==> src/rtl/sync_fifo_pkg.sv <==
// Shared types and constants for the synchronous FIFO domain and its
// write-side arbiter.
package sync_fifo_pkg;

   localparam int unsigned BUS_WIDTH   = 8;
   localparam int unsigned NUM_REQ_DEF = 4;
   localparam int unsigned LEN_W_DEF   = 4;

   typedef enum logic {ARB_IDLE, ARB_BURST} arb_state_e;

endpackage

==> src/rtl/fifo_wr_arbiter_rr_pick.sv <==
// Rotating-priority picker: one-hot select of the first set req bit at or
// above rr_ptr, wrapping modulo NUM_REQ.
module rr_pick
   import sync_fifo_pkg::*;
#(
   parameter int unsigned NUM_REQ = NUM_REQ_DEF,
   parameter int unsigned PTR_W   = (NUM_REQ > 1) ? $clog2(NUM_REQ) : 1
)(
   input  logic [NUM_REQ-1:0] req,
   input  logic [PTR_W-1:0]   rr_ptr,
   output logic [NUM_REQ-1:0] pick,
   output logic               valid
);

   logic [PTR_W-1:0] idx;
   logic             found;

   always_comb begin
      pick  = '0;
      found = 1'b0;
      idx   = '0;
      for (int unsigned k = 0; k < NUM_REQ; k++) begin
         idx = PTR_W'((32'(rr_ptr) + k) % NUM_REQ);
         if (!found && req[idx]) begin
            pick[idx] = 1'b1;
            found     = 1'b1;
         end
      end
   end

   assign valid = |req;

endmodule

==> src/rtl/fifo_wr_arbiter.sv <==
// Round-robin burst arbiter sharing the FIFO write port among NUM_REQ
// producers, gated on fifo_full so no write reaches a full FIFO.
module fifo_wr_arbiter
   import sync_fifo_pkg::*;
#(
   parameter int unsigned NUM_REQ = NUM_REQ_DEF,
   parameter int unsigned LEN_W   = LEN_W_DEF
)(
   input  logic                         clk,
   input  logic                         rst,
   input  logic [NUM_REQ-1:0]           req,
   input  logic [NUM_REQ*LEN_W-1:0]     req_len,
   input  logic [NUM_REQ-1:0]           data_valid,
   input  logic [NUM_REQ*BUS_WIDTH-1:0] data_in,
   input  logic                         fifo_full,
   output logic [NUM_REQ-1:0]           gnt,
   output logic [NUM_REQ-1:0]           ack,
   output logic                         fifo_wr_en,
   output logic [BUS_WIDTH-1:0]         fifo_bus_in,
   output logic                         busy,
   output logic                         burst_done
);

   localparam int unsigned PTR_W = (NUM_REQ > 1) ? $clog2(NUM_REQ) : 1;

   arb_state_e         state, state_d;
   logic [NUM_REQ-1:0] gnt_d, pick;
   logic               pick_valid;
   logic [PTR_W-1:0]   pick_idx, gnt_idx, gnt_idx_d, rr_ptr, rr_ptr_d;
   logic [LEN_W-1:0]   beat_cnt, beat_cnt_d;
   logic               burst_done_d, accept;

   rr_pick #(
      .NUM_REQ (NUM_REQ),
      .PTR_W   (PTR_W)
   ) u_rr_pick (
      .req    (req),
      .rr_ptr (rr_ptr),
      .pick   (pick),
      .valid  (pick_valid)
   );

   always_comb begin
      pick_idx = '0;
      for (int unsigned k = 0; k < NUM_REQ; k++) begin
         if (pick[k]) pick_idx = PTR_W'(k);
      end
   end

   // Owner index is registered alongside gnt so the data mux needs no encoder.
   assign accept      = (state == ARB_BURST) && data_valid[gnt_idx] && !fifo_full;
   assign fifo_wr_en  = accept;
   assign ack         = accept ? gnt : '0;
   assign fifo_bus_in = accept ? data_in[gnt_idx*BUS_WIDTH +: BUS_WIDTH] : '0;
   assign busy        = (state == ARB_BURST);

   always_comb begin
      state_d      = state;
      gnt_d        = gnt;
      gnt_idx_d    = gnt_idx;
      beat_cnt_d   = beat_cnt;
      rr_ptr_d     = rr_ptr;
      burst_done_d = 1'b0;
      case (state)
         ARB_IDLE: begin
            if (pick_valid) begin
               gnt_d      = pick;
               gnt_idx_d  = pick_idx;
               beat_cnt_d = req_len[pick_idx*LEN_W +: LEN_W];
               rr_ptr_d   = (pick_idx == PTR_W'(NUM_REQ - 1)) ? '0 : pick_idx + PTR_W'(1);
               state_d    = ARB_BURST;
            end
         end
         ARB_BURST: begin
            if (accept) begin
               if (beat_cnt != '0) begin
                  beat_cnt_d = beat_cnt - 1'b1;
               end else begin
                  gnt_d        = '0;
                  state_d      = ARB_IDLE;
                  burst_done_d = 1'b1;
               end
            end
         end
      endcase
   end

   always_ff @(posedge clk or posedge rst) begin
      if (rst) begin
         state      <= ARB_IDLE;
         gnt        <= '0;
         gnt_idx    <= '0;
         beat_cnt   <= '0;
         rr_ptr     <= '0;
         burst_done <= 1'b0;
      end else begin
         state      <= state_d;
         gnt        <= gnt_d;
         gnt_idx    <= gnt_idx_d;
         beat_cnt   <= beat_cnt_d;
         rr_ptr     <= rr_ptr_d;
         burst_done <= burst_done_d;
      end
   end

endmodule

==> config.mk <==
export PLATFORM = sky130hd
export DESIGN_NAME = fifo_wr_arbiter
export DESIGN_NICKNAME = d
export VERILOG_FILES = /design/src/rtl/sync_fifo_pkg.sv /design/src/rtl/fifo_wr_arbiter_rr_pick.sv /design/src/rtl/fifo_wr_arbiter.sv
export SDC_FILE = /design/constraint.sdc
export NUM_CORES = 1
export LEC_CHECK = 0
export CAP_MARGIN = 10
export CELL_PAD_IN_SITES_DETAIL_PLACEMENT = 1
export CELL_PAD_IN_SITES_GLOBAL_PLACEMENT = 2
export CORE_MARGIN = 4
export CORE_UTILIZATION = 27
export CTS_BUF_LIST = sky130_fd_sc_hd__clkbuf_4
export CTS_CLUSTER_SIZE = 14
export DETAILED_ROUTE_END_ITERATION = 10
export PLACE_DENSITY = 0.95
export SYNTH_ARGS = -nofsm -noshare
export SYNTH_HDL_FRONTEND = slang
export SYNTH_SLANG_ARGS = --single-unit
==> constraint.sdc <==
create_clock -name clk -period 5.5 [get_ports clk]
set_input_delay 0.55 -clock clk [delete_from_list [all_inputs] [get_ports clk]]
set_output_delay 0.55 -clock clk [all_outputs]
set_load 0.005 [all_outputs]
Word-level counts from Yosys, hierarchy flattened
Cells that the tools add are included.
{"block": "totals", "latchBits": 0, "output_inout_bits": 19, "wordCells": 95, "ramBits": 0, "mem_bits_ro": 0, "memories": 0, "regBits": 14, "input_bits": 59}
{"block": "classes", "mul": 0, "eq_ne": 5, "reduce_logical": 18, "n_addsub": 5, "div_mod_pow": 0, "magnitude_cmp": 9, "shift": 2, "mux": 46, "bitwise_logic": 4}
{"op": "two-way mux 4 bit", "n": 11}
{"op": "indexed part select 32 x 6 -> 8 bit", "n": 1}
{"op": "two-way mux 1 bit", "n": 19}
{"op": "case mux 4 bit (2 select lines)", "n": 2}
{"op": "indexed part select 16 x 5 -> 4 bit", "n": 1}
{"op": "less-than comparator 2 x 3 -> 1 bit, second input constant", "n": 5}
{"op": "bitwise OR 4 bit", "n": 3}
{"op": "binary-select mux 1 bit (select 2 bit)", "n": 5}
{"op": "logical AND 1 bit", "n": 9}
{"op": "demux 1 bit (select 2 bit)", "n": 4}
{"op": ">= comparator 2 x 1 -> 1 bit, second input constant", "n": 4}
{"op": "two-way mux 8 bit", "n": 1}
{"op": "two-way mux 2 bit", "n": 3}
{"op": "AND reduction 3 bit", "n": 2}
{"op": "adder 2 x 1 -> 2 bit, second input constant", "n": 2}
{"op": "adder 2 bit, second input constant", "n": 2}
{"op": "logical NOT 1 bit", "n": 4}
{"op": "!= test 2 x 1 -> 1 bit, second input constant", "n": 2}
{"op": "!= test 2 bit, second input constant", "n": 2}
{"op": "nonzero test 4 bit", "n": 1}
{"op": "OR reduction 4 bit", "n": 1}
{"op": "subtractor 4 x 1 -> 4 bit, second input constant", "n": 1}
{"op": "== test 2 bit, second input constant", "n": 1}
{"op": "case mux 1 bit (2 select lines)", "n": 1}
{"op": "other kinds (2)", "n": 2}

Logic depth before layout (Yosys ltp)
Gate-level depths: netlist of run 1.
{"block": "logic_depth", "depth_word": 18, "depth_mapped": 12, "depth_no_buf": 8}

By module
From an unflattened synthesis of run 1, not the netlist that was laid out.
{"block": "hier_totals", "cells_unflattened": 149, "area_unflattened_um2": 1519.0}
{"module": "fifo_wr_arbiter", "area_per_inst_um2": 1173.6, "cells_per_inst": 112, "n_inst": 1, "seq_area_each_um2": 350.3}
{"module": "rr_pick", "area_per_inst_um2": 345.3, "cells_per_inst": 37, "n_inst": 1, "seq_area_each_um2": 0.0}

Worst setup path before layout of run 1
No wires, ideal clock.
{"block": "synth_timing", "path_kind": "register -> register", "from": "register rr_ptr[0]", "to": "register beat_cnt[2]", "setup_ns": 0.103, "period_less_slack_ns": 3.126, "arrival_ns": 3.023, "path_slack_ns": 2.374, "path_buffers": 4, "required_ns": 5.397, "stages_incl_launch_ff": 13, "path_cell_list": "dfrtp_1 > buf_2 > clkbuf_8 > inv_1 > ha_1 > buf_6 > or3b_1 > a2111o_1 > a21boi_2 > and3b_1 > buf_6 > o221a_1 > o41ai_2"}
{"block": "synth_between", "elab_chain_len": 18, "elab_cells_between_ends": 53, "classes_between": "add/sub (3); order compare (8); shift (1); mux (28); bitwise (3); reduce/logical (10)"}
{"item": "from (decl)", "line": "fifo_wr_arbiter.sv:29", "text": "logic [PTR_W-1:0] pick_idx, gnt_idx, gnt_idx_d, rr_ptr, rr_ptr_d;"}
{"item": "from (signal assigned)", "line": "fifo_wr_arbiter.sv:101", "text": "rr_ptr <= rr_ptr_d;"}
{"item": "parallel branches: the longest is 11 deep, another holds less-than comparator 2 x 3 -> 1 bit"}
{"item": "two-way mux 4 bit (*)", "line": "fifo_wr_arbiter_rr_pick.sv:24", "text": "if (!found && req[idx]) begin"}
{"item": "two-way mux 1 bit", "line": "fifo_wr_arbiter.sv:46", "text": "if (pick[k]) pick_idx = PTR_W'(k);"}
{"item": "two-way mux 2 bit", "line": "fifo_wr_arbiter.sv:46"}
{"item": "two-way mux 2 bit (*)", "line": "fifo_wr_arbiter.sv:46"}
{"item": "indexed part select 16 x 5 -> 4 bit (*)", "line": "fifo_wr_arbiter.sv:69", "text": "beat_cnt_d = req_len[pick_idx*LEN_W +: LEN_W];"}
{"item": "two-way mux 4 bit (*)", "line": "fifo_wr_arbiter.sv:66", "text": "if (pick_valid) begin"}
{"item": "case mux 4 bit (2 select lines) (*)", "line": "fifo_wr_arbiter.sv:64", "text": "case (state)"}
{"item": "to (signal assigned)", "line": "fifo_wr_arbiter.sv:100", "text": "beat_cnt <= beat_cnt_d;"}
{"item": "to (decl)", "line": "fifo_wr_arbiter.sv:30", "text": "logic [LEN_W-1:0] beat_cnt, beat_cnt_d;"}
Every way passes the cells marked *. The select of a mux whose other input is x is not followed.
A chain may end at the register's enable or synchronous reset.

Worst setup path after layout of run 1
{"block": "layout_timing", "from": "register rr_ptr[0]", "to": "register beat_cnt[3]"}
Same word-level chain as after synthesis.

==> results.cfg, run 1 <==
[grt]
grt_util_all_layers = 0.1508
top_usage_layer = met2
grt_pass1_wl_mm = 10.24
overflow = 0
grt_max_degree = 20
grt_pass1_vias = 1879
met3_usage = 0.02504
grt_use_met1 = 0.2077
antenna_found_initial = 0
met2_usage = 0.2483

[yosys]
yosys-mux-area-fraction = 0.2170
synth_compound_area_frac = 0.2239
avgSynthCellArea_um2 = 9.538
synth_edf_count = 0
ys_ff_latch = 14
yosys-top-cells-area = dfrtp_1 (19%), mux4_2 (12%), ha_1 (5.5%)
synthFlopType = dfrtp_1
synth_cell_types = 64
synth_nets = 258
synth_area_leader_cell = dfrtp_1
ys_warn_count = 0
synth-simple-area-share = 0.2253
synth_common_cells = nand2_1 (15), dfrtp_1 (14), and3_1 (13), inv_1 (11), mux4_2 (10)
synthAdderAreaFrac = 0.05495
yosysTopAreaCellShare = 0.1923
yosysMostFrequentCell = nand2_1
ys_seq_area_frac = 0.1923
synth_area_mm2 = 0.001822
synth_top_family_by_area = simple AND/OR/NAND/NOR gates
synth_xor_area_frac = 0
ys_async_sr_fraction = 1.000
postSynthCellCount = 191

[critical_path]
startpoint = rr_ptr[0]
cp-start-kind = register
critPathMaxFanout = 19
cp-end-kind = register
cp.arrival_ns = 4.00
critical_path_required_ns = 5.67
worstSetupPathType = reg -> reg
r2r-start = rr_ptr[0]

[floorplan]
die_h_um = 90.14
die_area_mm2 = 0.008125
start_util = 0.2821
design.core.area_mm2 = 0.006459
placementRows = 29
io_pins = 78
die_x_um = 90.14

[cts]
clkSinkCount = 14
cts_buffers = 3
cts-htree-levels = 1
cts_buffer_depth = 2
cts_root_buf = clkbuf_4
post-cts-setup-buffer-count = 0
cts.clk_slew.worst_paths_ns = 0.09
insertion_delay_ns = 0.28
ctsResizeCount = 0
cts_tree = built
hold_buffers = 0

[sta]
tightest_slew_ns = 0.9903
fmaxAchievable_mhz = 261.1
fin_setup_tns_ns = 0
slew_headroom = 0.3398
rsz0062_at_grt = false
drv_slew = 0
period_minus_slack_ns = 3.830
setup_viol = 0
fin_skew_ns = 0.002695
finalHoldViolCount = 0
timing.final.crit_share = 0.6963

[routing]
vias_per_cell = 5.523
ant_nets = 0
wirelength_mm = 6.046
drc_errors = 0
drt_iter0_drc = 89
via_count = 1839
drt_pass1_iterations = 4
wl_per_cell_um = 18.16

[run_status]
outcome = finished clean

[min_path]
hold_class = reg -> reg
hold_start = gnt[3]

[job]
cap_viol_max_count = 0

[place]
place_inst = 329
place_congestion = 0.8617
portBuffers = 77
hpwl_mm = 4.832

[final_layout]
fin_cells = 333
nets = 324
final_util = 0.4029
final_layout_size_suffix_gt1_frac = 0.1289
syn_to_final_growth_pct = 42.86
num_antenna_cells = 0

[power_and_ir_drop]
power_density_mw_per_mm2 = 394.2
irDropWorstVdd_mv = 0.2126
leakage_nw = 1.056
-- registers in the layout (all words and copies together) (netlist names) --
register	count
burst_done	1
rr_ptr	2
gnt	4
gnt_idx	2
busy	1
beat_cnt	4
-- placed cells by master, fill, tap and decap left out, drive strengths merged, types with 4 or more instances in the layout --
cell            n
nor2            8
inv            12
nand2b          7
mux2            4
a31oi           5
nand2          15
nand3b          5
nand3           4
o21ai           4
clkdlybuf4s50  77
and3           13
mux2i           6
mux4           12
nand4b          4
ha              8
o22ai           6
dfrtp          14
-- critical path, stage by stage, from the launching register on --
cell       delay (ns)
dfrtp_1          0.76
inv_1            0.27
ha_1             0.52
mux2_2           0.39
mux2i_1          0.35
a31oi_1          0.18
a221oi_2         0.71
o2111ai_1        0.23
a211o_1          0.31
-- layout make-up --
cell class | instances | area, um2
repair buffers | 77 | 770.7
multi-input cells | 149 | 1314
well taps | 77 | 96.34
flip-flops and latches | 14 | 350.3
inverters | 12 | 45.04
clock inverters | 1 | 3.754
clock buffers | 3 | 22.52
fillers | 751 | 3856
-- through the flow --
step	hold slack (ns)	total power, mW	cell area (um2)	setup WS [ns]
after CTS	0.5622	1.027	2603	1.698
after global routing	0.6073	1.119	2603	1.400
after detailed placement	0.5504	0.9632	2576	1.722
final	0.5551	1.026	2603	1.670
after global placement	0.5255	0.9450	2576	1.946
after floorplan	0.4392	0.7609	1822	2.374
-- where the power goes --
part / total, mW / switching [mW] / internal [mW] / leakage (nW)
Sequential: 0.227 / 0.0888 / 0.138 / 0.166
Clock: 0.0616 / 0.0352 / 0.0264 / 0.0154
Combinational: 0.738 / 0.357 / 0.381 / 0.874
-- kinds of logic after synthesis --
kind of cell,count (synthesis)
adders and majority gates,8
muxes,22
and+or+nand+nor,71
buffers and inverters,28
AOI/OAI and AO/OA,48
DFF,14
-- path summary, 6_finish.rpt --
kind,end,slack [ns],cells past startpoint
worst min register to register,gnt[3],0.56,2
worst max-delay path,beat_cnt[3],1.67,8
min in group asynchronous,burst_done,0.62,2
worst min-delay path,gnt[3],0.56,2
worst max register to register,beat_cnt[3],1.67,8
max in group asynchronous,beat_cnt[0],4.53,2
-- routing by layer --
layer  share of wire  routed length, um
met5               0                  0
met4          0.0073                 44
met3           0.057                344
met2            0.45               2745
met1            0.48               2912
(Power assumes the default switching activity.)
==> run 2: changes to the inputs <==
--- a/config.mk
+++ b/config.mk
@@ -9,11 +9,11 @@
 export CELL_PAD_IN_SITES_DETAIL_PLACEMENT = 1
 export CELL_PAD_IN_SITES_GLOBAL_PLACEMENT = 2
 export CORE_MARGIN = 4
-export CORE_UTILIZATION = 27
+export CORE_UTILIZATION = 25
 export CTS_BUF_LIST = sky130_fd_sc_hd__clkbuf_4
 export CTS_CLUSTER_SIZE = 14
 export DETAILED_ROUTE_END_ITERATION = 10
-export PLACE_DENSITY = 0.95
+export PLACE_DENSITY = 0.93
 export SYNTH_ARGS = -nofsm -noshare
 export SYNTH_HDL_FRONTEND = slang
 export SYNTH_SLANG_ARGS = --single-unit
==> constraint.sdc (replaced) <==
create_clock -name clk -period 3.6 [get_ports clk]
set_input_delay 0.36 -clock clk [delete_from_list [all_inputs] [get_ports clk]]
set_output_delay 0.36 -clock clk [all_outputs]
set_load 0.005 [all_outputs]
==> run 2 against run 1 <==
Effect of this change: sequential share of layout area is 0.40 points lower; worst hold slack worse by 0.15 ns; final area is 3.1% higher; count of clock-buffer cells in the layout stayed put; global-route usage is 0.30 points higher; clock skew is 0.011 ns higher; cell count is 7.5% higher; clock power is 66% higher; sequential power is 27% higher; fmax is 15% higher; die area is 7.3% higher.
==> results.cfg, run 2 (synthesis gave the netlist of run 1 again) <==
[run_status]
outcome = finished clean

[critical_path]
critPathMaxFanout = 12
cp-end-kind = register
critical_path_required_ns = 3.81
cp.arrival_ns = 3.54
cp-start-kind = register
reg2reg_slack_ns = 0.27
worstSetupPathType = reg -> reg

[cts]
cts.clk_slew.worst_paths_ns = 0.10
clkSinkCount = 14
insertion_delay_ns = 0.30
cts_buffer_depth = 2
cts_tree = built
cts_root_buf = clkbuf_4
cts_buffers = 3
hold_buffers = 0
cts-htree-levels = 1

[sta]
setup_viol = 0
period_minus_slack_ns = 3.334
fin_skew_ns = 0.01353
hold_slack_ns = 0.4097
fmaxAchievable_mhz = 299.9
rsz0062_at_grt = false
finalHoldViolCount = 0
timing.final.crit_share = 0.9261
drv_slew = 0
fin_setup_tns_ns = 0
slew_headroom = 0.5230
tightest_slew_ns = 0.7129

[routing]
drc_errors = 0
vias_per_cell = 5.310
wirelength_mm = 6.638
wl_per_cell_um = 18.54
drt_pass1_iterations = 4
drt_iter0_drc = 63
ant_nets = 0
via_count = 1901

[job]
cap_viol_max_count = 0

[grt]
grt_max_degree = 19
grt_pass1_wl_mm = 10.66
overflow = 0
antenna_found_initial = 0
grt_util_all_layers = 0.1538
grt_pass1_vias = 2005

[floorplan]
die_h_um = 93.37
die_x_um = 93.37
die_area_mm2 = 0.008717
start_util = 0.2623
design.core.area_mm2 = 0.006944
placementRows = 30
io_pins = 78

[final_layout]
fin_area_mm2 = 0.002683
final_util = 0.3863
reg.largest.list = beat_cnt: 4 flops, gnt: 4 flops
seq_area_um2 = 350.3
num_antenna_cells = 0
final_common_cell = clkdlybuf4s50_1
nFillCells = 806
final_layout_size_suffix_gt1_frac = 0.1489
multiInputGateArea_mm2 = 0.001325
layout_common_cells = clkdlybuf4s50_1 (77), nand2_1 (15), dfrtp_1 (14)
nets = 330
syn_to_final_growth_pct = 47.25

[place]
hpwl_mm = 5.308
dpl_cell_area_mm2 = 0.002645
portBuffers = 77
place_congestion = 0.8380

[min_path]
hold_class = in -> async

[power_and_ir_drop]
power_density_mw_per_mm2 = 609.6
leakage_nw = 1.085
irDropWorstVdd_mv = 0.2257
run 2: changes by cell type in the layout (fill, tap and decap cells not counted):
cell,previous run,this run
buf_4,0,6
a221oi_4,0,1
a221oi_2,1,0
run 2: cell type report:
cell class                 count  share of cell area
multi-input combinational    149              0.4939
timing repair buffer          83              0.3041
sequential                    14              0.1306
tap                           96             0.04478
inverter                      12             0.01679
clock buffer                   3            0.008396
clock inverter                 1            0.001399
run 2: path summary, 6_finish.rpt:
path                                 from           to  cells after the start
worst min-delay path                  rst   burst_done                      2
worst max register to register  rr_ptr[1]  beat_cnt[0]                      8
max in group asynchronous             rst  beat_cnt[1]                      2
worst max-delay path            rr_ptr[1]  beat_cnt[0]                      8
worst min register to register     gnt[3]       gnt[3]                      2
min in group clk                   gnt[3]       gnt[3]                      2
run 2: power breakdown:
group / internal [mW] / switching, mW / leakage (nW) / total (mW)
clock: 0.0405 / 0.0612 / 0.0154 / 0.102
sequential: 0.212 / 0.0763 / 0.166 / 0.288
combinational: 0.625 / 0.621 / 0.903 / 1.25
total: 0.877 / 0.759 / 1.08 / 1.64
run 2: critical path, stage by stage (launching register included):
cell and delay (ns):
dfrtp_1 0.55, inv_1 0.24, ha_1 0.52, mux4_1 0.70
a21o_1 0.21, a31oi_1 0.23, a221oi_4 0.12, or4b_1 0.53
o211ai_1 0.12
run 2: metal layers:
layer  global-route usage  wire, um  vias to the layer above
met5                    0         0                        -
met4              0.02930        61                        0
met3              0.03620       789                        5
met2               0.2567      2969                       91
met1               0.2030      2818                      921
li1                     -         -                      884
run 2: what timing repair did:
action,CTS,global route
endpoints found under the hold margin,0,0
gates resized for setup,0,1
endpoints found under the setup margin,0,2
setup buffers,0,0
run 2: stage by stage:
stage                     setup WS, ns  cells  power (mW)
after floorplan                 0.4737    191       1.162
after CTS                       0.2771    358       1.622
after global placement          0.4957    354       1.481
after detailed placement        0.3081    354       1.522
final                           0.2660    358       1.635
after global routing           0.02977    358       1.779
